[src/rtl/alu_operand_stage.sv]
// alu_operand_stage - issue stage feeding the slot ALU: operand capture, 2-entry op FIFO, RAW/WAW scoreboard
module alu_operand_stage #(
    parameter int DATA_W = 32,
    parameter int REG_AW = 5,
    parameter int OP_W   = 2
) (
    input  logic              clk,
    input  logic              reset,
    input  logic              in_valid,
    output logic              in_ready,
    input  logic [OP_W-1:0]   in_op,
    input  logic [REG_AW-1:0] in_rs1,
    input  logic [REG_AW-1:0] in_rs2,
    input  logic [REG_AW-1:0] in_rd,
    input  logic              in_use_imm,
    input  logic [DATA_W-1:0] in_imm,
    input  logic [DATA_W-1:0] rf_rdata1,
    input  logic [DATA_W-1:0] rf_rdata2,
    input  logic              wb_valid,
    input  logic [REG_AW-1:0] wb_rd,
    input  logic [DATA_W-1:0] wb_data,
    output logic              out_valid,
    input  logic              out_ready,
    output logic [OP_W-1:0]   out_op,
    output logic [DATA_W-1:0] out_in1,
    output logic [DATA_W-1:0] out_in2,
    output logic [REG_AW-1:0] out_rd
);
    localparam int NREG = 1 << REG_AW;
    localparam logic [NREG-1:0] ONE_HOT0 = {{(NREG-1){1'b0}}, 1'b1};

    typedef enum logic [1:0] {EMPTY = 2'd0, ONE = 2'd1, FULL = 2'd2} state_t;

    state_t            state, state_nx;
    logic [NREG-1:0]   pend, pend_nx, set_mask, clr_mask;
    logic              push, pop;
    logic              head_ld_new, head_ld_tail, tail_ld;
    logic [DATA_W-1:0] cap_in1, cap_in2;
    logic              rs1_ok, rs2_ok, rd_ok;

    logic [OP_W-1:0]   h_op,  t_op;
    logic [DATA_W-1:0] h_in1, t_in1, h_in2, t_in2;
    logic [REG_AW-1:0] h_rd,  t_rd;

    // A source is usable if hardwired zero, not pending, or being written back right now.
    function automatic logic src_clear(input logic [REG_AW-1:0] s, input logic [NREG-1:0] p,
                                       input logic wbv, input logic [REG_AW-1:0] wbr);
        return (s == '0) || !p[s] || (wbv && (wbr == s));
    endfunction

    function automatic logic [DATA_W-1:0] src_val(input logic [REG_AW-1:0] s,
                                                  input logic [DATA_W-1:0] rdata,
                                                  input logic wbv, input logic [REG_AW-1:0] wbr,
                                                  input logic [DATA_W-1:0] wbd);
        if (s == '0)
            return '0;
        else if (wbv && (wbr == s))
            return wbd;
        else
            return rdata;
    endfunction

    always_comb begin
        rs1_ok   = src_clear(in_rs1, pend, wb_valid, wb_rd);
        rs2_ok   = in_use_imm || src_clear(in_rs2, pend, wb_valid, wb_rd);
        rd_ok    = src_clear(in_rd, pend, wb_valid, wb_rd);
        in_ready = !reset && (state != FULL) && rs1_ok && rs2_ok && rd_ok;
        push     = in_valid && in_ready;
        pop      = out_valid && out_ready;
        cap_in1  = src_val(in_rs1, rf_rdata1, wb_valid, wb_rd, wb_data);
        cap_in2  = in_use_imm ? in_imm : src_val(in_rs2, rf_rdata2, wb_valid, wb_rd, wb_data);
    end

    // Set is applied after clear so a same-cycle set/clear on one register leaves it pending.
    always_comb begin
        clr_mask = wb_valid ? (ONE_HOT0 << wb_rd) : '0;
        set_mask = (push && (in_rd != '0)) ? (ONE_HOT0 << in_rd) : '0;
        pend_nx  = ((pend & ~clr_mask) | set_mask) & ~ONE_HOT0;
    end

    always_comb begin
        state_nx     = state;
        head_ld_new  = 1'b0;
        head_ld_tail = 1'b0;
        tail_ld      = 1'b0;
        case (state)
            EMPTY: begin
                if (push) begin
                    state_nx    = ONE;
                    head_ld_new = 1'b1;
                end
            end
            ONE: begin
                if (push && pop) begin
                    head_ld_new = 1'b1;
                end else if (push) begin
                    state_nx = FULL;
                    tail_ld  = 1'b1;
                end else if (pop) begin
                    state_nx = EMPTY;
                end
            end
            FULL: begin
                if (pop) begin
                    state_nx     = ONE;
                    head_ld_tail = 1'b1;
                end
            end
            default: state_nx = EMPTY;
        endcase
    end

    always_ff @(posedge clk) begin
        if (reset) begin
            state <= EMPTY;
            pend  <= '0;
            h_op  <= '0;
            h_in1 <= '0;
            h_in2 <= '0;
            h_rd  <= '0;
            t_op  <= '0;
            t_in1 <= '0;
            t_in2 <= '0;
            t_rd  <= '0;
        end else begin
            state <= state_nx;
            pend  <= pend_nx;
            if (head_ld_new) begin
                h_op  <= in_op;
                h_in1 <= cap_in1;
                h_in2 <= cap_in2;
                h_rd  <= in_rd;
            end else if (head_ld_tail) begin
                h_op  <= t_op;
                h_in1 <= t_in1;
                h_in2 <= t_in2;
                h_rd  <= t_rd;
            end
            if (tail_ld) begin
                t_op  <= in_op;
                t_in1 <= cap_in1;
                t_in2 <= cap_in2;
                t_rd  <= in_rd;
            end
        end
    end

    assign out_valid = (state != EMPTY);
    assign out_op    = h_op;
    assign out_in1   = h_in1;
    assign out_in2   = h_in2;
    assign out_rd    = h_rd;
endmodule

[config.mk]
export PLATFORM = sky130hd
export DESIGN_NAME = alu_operand_stage
export DESIGN_NICKNAME = d
export VERILOG_FILES = /design/src/rtl/alu_operand_stage.sv
export SDC_FILE = /design/constraint.sdc
export NUM_CORES = 1
export LEC_CHECK = 0
export BUFFER_PORTS_ARGS = -buffer_cell sky130_fd_sc_hd__buf_2
export CAP_MARGIN = 40
export CORE_MARGIN = 2
export CORE_UTILIZATION = 50
export CTS_CLUSTER_DIAMETER = 200
export DETAILED_ROUTE_END_ITERATION = 7
export PLACE_DENSITY_LB_ADDON = 0.25
export SLEW_MARGIN = 5
export SYNTH_ARGS = -nofsm -noshare
export SYNTH_HDL_FRONTEND = slang
export SYNTH_SLANG_ARGS = --single-unit
[constraint.sdc]
create_clock -name clk -period 3.43 [get_ports clk]
set_input_delay 0.343 -clock clk [delete_from_list [all_inputs] [get_ports clk]]
set_output_delay 0.343 -clock clk [all_outputs]
set_load 0.01 [all_outputs]
==> impl_metrics.py, run 1 <==
metrics = {
    "status": {
        "status": "finished clean",
    },
    "clocking": {
        "clk_latency_ns": 0.43,
        "clockBufferDepth": 2,
        "cts_setup_buffers": 0,
        "clk_pin_slew_ns": 0.07,
        "htree_levels": 4,
        "cts_tree": "done",
        "cts_resized": 0,
        "cts_made_buffers": 17,
        "cts_hold_buffers": 0,
        "clock_sinks": 175,
        "cts_root_buf": "clkbuf_16",
    },
    "layout": {
        "layout_common_cells": "buf_2 (227), dfxtp_1 (175), nand2_1 (166), mux2_4 (130), nor2b_1 (89)",
        "nets": 1458,
        "antenna_cells": 0,
        "final_common_cell": "buf_2",
        "fillers": 1870,
        "fin_cells": 1590,
        "syn2layout_area_growth_pct": 17.3,
        "drive_gt1_frac": 0.345,
    },
    "setup_path": {
        "reg2reg_slack_ns": 0.54,
        "path_class": "flop to primary output",
        "crit_top_cell": "buf_4",
        "cp_data_required_time_ns": 3.09,
        "cp.arrival_ns": 2.74,
        "r2r-end": "out_in1[26]",
        "start_kind": "flop",
        "crit_fanout": 11,
        "slowest_stage": "mux4_2",
        "end_kind": "primary output",
        "max_stage_delay_ns": 0.47,
        "crit-reg2reg-launch": "pend[23]",
        "path_cells": "mux4_2, nor3b_1, nor3_1, a22oi_1, o2111ai_1, buf_4, inv_1, buf_4, buf_2",
        "rr_worst_depth": 8,
    },
    "floorplan": {
        "io_pins": 229,
        "initial_core_util": 0.505,
        "core-area_sq_mm": 0.0208,
        "fp.dieW_um": 149,
        "fp-row-count": 53,
        "dieArea_sq_mm": 0.0222,
        "die_h_um": 149,
    },
    "logic_synthesis": {
        "ys_async_sr_fraction": 0,
        "syn-cell-area_sq_mm": 0.0105,
        "synth_mux_area_frac": 0.303,
        "synth_top_family_by_area": "multiplexers",
        "synth-edff-count": 0,
        "yosys_warnings": 0,
        "synthCells": 1132,
        "synthSimpleGateAreaFrac": 0.193,
        "synth.distinct_cells": 48,
        "seq_area_frac_synth": 0.333,
        "synth_adder_area_share": 0,
        "synth-xor-area-share": 0.0125,
        "avgSynthCellArea_sq_um": 9.29,
        "syn_nets": 1288,
        "synth_compound_area_frac": 0.108,
        "ys.flop_type": "dfxtp_1",
        "ys_ff_latch": 175,
    },
    "place": {
        "dp.cells": 1558,
        "io_buffer_count": 228,
        "dp_hpwl_mm": 19.8,
        "gp_congestion": 0.907,
        "dp_slack_ns": 0.175,
    },
    "sta": {
        "rsz0062_at_grt": "false",
        "tightest_slew_ns": 0.681,
        "fmax_mhz": 325,
        "fin_crit_sh": 0.898,
        "hold_viol": 0,
        "setup_viol": 0,
        "fin_crit_ns": 3.08,
        "maxSlewHeadroom": 0.546,
        "finalSetupTns_ns": 0,
        "whs_ns": 0.162,
        "worst_slack_ns": 0.351,
        "slew_violations": 0,
        "finClkSkew_ns": 0.0102,
    },
    "global_routing": {
        "grtUsageTotal": 0.257,
        "grt_pass1_wl_mm": 45.4,
        "grt_max_degree": 68,
        "grt_pass1_vias": 8618,
        "antenna_found_initial": 1,
        "grt.overflow.total": 0,
    },
    "detailed_routing": {
        "route.met3.wl_mm": 1.53,
        "drt_pass1_iterations": 5,
        "routed_via_density": 5.56,
        "routedWlPerCell_um": 18.1,
        "wl_met1_mm": 13.1,
        "highest_layer": "met5",
        "wirelength_mm": 28.8,
        "antenna_left": 0,
        "drc": 0,
        "drt_iter0_markers": 589,
        "num_vias": 8846,
        "met2WireLength_mm": 13.6,
    },
    "min_path": {
        "min_to": "state[1]",
        "hold_path.class": "input port to flop",
        "hp-start": "out_ready",
        "holdPathStages": 2,
    },
    "power_and_ir_drop": {
        "p_leak_nw": 5.36,
        "ir_drop_v": 0.000326,
        "powerDensity_mw_per_mm2": 391,
    },
    "job": {
        "cap_viol_max_count": 0,
    },
}
area by class of cell:
cell class / count / area [sq um] / area share
Clock buffer: 17 / 425 / 0.0345
Timing Repair Buffer: 251 / 1360 / 0.110
Multi-Input combinational cell: 850 / 6490 / 0.527
Clock inverter: 15 / 176 / 0.0143
Inverter: 7 / 26.3 / 0.00213
Tap cell: 275 / 344 / 0.0279
Sequential cell: 175 / 3500 / 0.284
routing by layer:
metal / vias up / global-route usage
li1: 4288 / -
met1: 4242 / 0.347
met2: 267 / 0.421
met3: 47 / 0.0425
met4: 2 / 0.0852
met5: - / 0
synth_stat cells, drive strengths merged, types with 9 or more instances:
cell type    n  area share
dfxtp      175        0.33
nand2      167       0.060
mux2       141        0.20
nor2b       89       0.053
a21oi       80       0.038
nor2        76       0.027
mux2i       73       0.069
clkbuf      66       0.024
o21ai       49       0.023
buf         34       0.024
a2bb2oi     32       0.027
nand3b      23       0.016
mux4        17       0.036
xor2        12       0.010
nand4       11      0.0065
nand3        9      0.0043
o31ai        9      0.0064
sequential cells by signal, indices dropped and copies added (netlist names):
register / flops
out_in1: 32
out_in2: 32
t_in1: 32
t_in2: 32
pend: 31
out_rd: 5
t_rd: 5
out_op: 2
state: 2
t_op: 2
cells by family after synthesis:
group                     count (synthesis)
xor gates and xnor gates                 15
AOI/OAI and AO/OA                       188
muxes                                   231
DFF                                     175
buffers and inverters                   107
and+or+nand+nor                         416
worst max-delay path: cells and delay by family (launching register included):
kind / cells / cell delay [ns]
compound gates: 2 / 0.44
buf+inv: 4 / 0.74
flops: 1 / 0.36
mux: 1 / 0.47
simple gates: 2 / 0.29
power by group:
| group | leakage (nW) | switching [mW] | internal, mW |
|---|---|---|---|
| clock | 0.294 | 0.901 | 1.10 |
| combinational | 3.66 | 0.380 | 0.318 |
| sequential | 1.42 | 0.0301 | 2.08 |
through the flow:
step	util	instance area (sq um)	power, mW
final	0.592	12300	4.82
after detailed placement	0.563	11700	2.86
after CTS	0.592	12300	4.85
after floorplan	-	10500	2.60
after global placement	0.562	11700	2.84
after global routing	0.592	12300	4.99
worst max-delay path by stage:
stage	startpoint	end	slack, ns	cells after the start
2_1_floorplan	in_rd[1]	t_in1[10]	0.62	10
3_3_place_gp	in_rd[0]	out_in2[23]	0.24	9
3_5_place_dp	in_rs2[0]	out_in2[0]	0.18	9
4_1_cts	pend[19]	in_ready	0.34	9
5_1_grt	pend[21]	in_ready	0.07	9
6_report	pend[23]	in_ready	0.35	9
No activity file was read; power rests on OpenSTA's default activity.
==> inputs of run 2 (changes only) <==
--- a/config.mk
+++ b/config.mk
@@ -9,9 +9,9 @@
 export CAP_MARGIN = 40
 export CORE_MARGIN = 2
 export CORE_UTILIZATION = 50
-export CTS_CLUSTER_DIAMETER = 200
+export CTS_CLUSTER_DIAMETER = 50
 export DETAILED_ROUTE_END_ITERATION = 7
-export PLACE_DENSITY_LB_ADDON = 0.25
+export PLACE_DENSITY = 0.86
 export SLEW_MARGIN = 5
 export SYNTH_ARGS = -nofsm -noshare
 export SYNTH_HDL_FRONTEND = slang
==> impl_metrics.py, run 2 (synthesized netlist as in run 1, its figures left out) <==
metrics = {
    "status": {
        "status": "finished clean",
    },
    "global_routing": {
        "grtUsageTotal": 0.254,
        "grt_pass1_vias": 8909,
        "grt.overflow.total": 0,
        "antenna_found_initial": 0,
        "grt_max_degree": 131,
        "grt_pass1_wl_mm": 45.1,
    },
    "clocking": {
        "cts_setup_buffers": 0,
        "clockBufferDepth": 2,
        "htree_levels": 4,
        "clock_sinks": 175,
        "clk_pin_slew_ns": 0.07,
        "cts_made_buffers": 17,
        "cts_hold_buffers": 0,
        "cts_root_buf": "clkbuf_16",
        "cts_tree": "done",
        "cts_resized": 0,
        "clk_latency_ns": 0.44,
    },
    "setup_path": {
        "r2r-end": "out_in1[24]",
        "start_kind": "flop",
        "cp_data_required_time_ns": 3.09,
        "reg2reg_slack_ns": 0.52,
        "end_kind": "primary output",
        "crit-reg2reg-launch": "pend[21]",
        "path_class": "flop to primary output",
        "crit_fanout": 11,
        "cp.arrival_ns": 2.63,
        "rr_worst_depth": 8,
    },
    "sta": {
        "fin_crit_sh": 0.868,
        "rsz0062_at_grt": "false",
        "worst_slack_ns": 0.453,
        "fmax_mhz": 336,
        "setup_viol": 0,
        "maxSlewHeadroom": 0.460,
        "finalSetupTns_ns": 0,
        "finClkSkew_ns": 0.0136,
        "tightest_slew_ns": 0.810,
        "hold_viol": 0,
        "slew_violations": 0,
        "whs_ns": 0.153,
        "fin_crit_ns": 2.98,
    },
    "place": {
        "dp_slack_ns": 0.203,
        "io_buffer_count": 228,
        "gp_congestion": 0.967,
        "dp_hpwl_mm": 19.4,
    },
    "layout": {
        "layout_common_cells": "buf_2 (227), dfxtp_1 (175), nand2_1 (166), mux2_4 (130), nor2b_1 (89)",
        "drive_gt1_frac": 0.341,
        "final_common_cell": "buf_2",
        "syn2layout_area_growth_pct": 17.3,
        "nets": 1452,
        "post-route-util": 0.592,
    },
    "detailed_routing": {
        "drt_iter0_markers": 637,
        "num_vias": 8951,
        "routedWlPerCell_um": 18.0,
        "drt_pass1_iterations": 5,
        "wirelength_mm": 28.5,
        "antenna_left": 0,
        "drc": 0,
        "routed_via_density": 5.65,
    },
    "min_path": {
        "hold_path.class": "input port to flop",
        "holdPathStages": 2,
        "hp-start": "out_ready",
        "min_to": "state[1]",
    },
    "floorplan": {
        "io_pins": 229,
        "fp.dieW_um": 149,
        "dieArea_sq_mm": 0.0222,
        "fp-row-count": 53,
        "die_h_um": 149,
        "initial_core_util": 0.505,
        "core-area_sq_mm": 0.0208,
    },
    "power_and_ir_drop": {
        "ir_drop_v": 0.000330,
        "power_mw": 4.79,
        "powerDensity_mw_per_mm2": 389,
        "p_leak_nw": 5.35,
    },
    "job": {
        "cap_viol_max_count": 0,
    },
}
[run 2: critical path, stage by stage (launching register included)]
cell and delay (ns):
dfxtp_1 0.38, mux4_2 0.46, nor3b_1 0.23, nor3_1 0.10, a22oi_1 0.19, o2111ai_1 0.21, buf_4 0.24, inv_1 0.08
buf_4 0.18, buf_2 0.15
[run 2: report_power, final]
part	switching (mW)	leakage [nW]	total [mW]	internal, mW
Clock	0.884	0.289	1.99	1.10
Sequential	0.0321	1.42	2.11	2.08
Combinational	0.376	3.65	0.691	0.315
[run 2: worst max path at each step]
stage	start	to	slack, ns	depth (start not counted)
6_report	pend[21]	in_ready	0.45	9
3_5_place_dp	in_rd[0]	out_in2[30]	0.20	9
4_1_cts	pend[23]	in_ready	0.45	9
2_1_floorplan	in_rd[1]	t_in1[10]	0.62	10
3_3_place_gp	in_rs1[0]	out_in1[25]	0.28	9
5_1_grt	pend[23]	in_ready	0.38	9
[run 2: final cells by class]
class                      instances  area [sq um]
fill                            1773          8490
multi-input combinational        850          6490
sequential                       175          3500
timing repair buffer             245          1360
clock buffer                      18           429
tap                              275           344
clock inverter                    14           171
inverter                           7          26.3
antenna                            1          2.50
[run 2: routing by layer]
metal / share of wire / vias to the layer above / global-route usage
li1: - / 4262 / -
met1: 0.42 / 4288 / 0.318
met2: 0.48 / 344 / 0.425
met3: 0.069 / 57 / 0.0498
met4: 0.031 / 0 / 0.110
met5: 0 / - / 0
[run 2: per-stage QoR]
step	instances	cell area (sq um)
2_1_floorplan	1132	10500
3_3_place_gp	1552	11700
3_5_place_dp	1552	11700
4_1_cts	1584	12300
5_1_grt	1584	12300
6_report	1585	12300
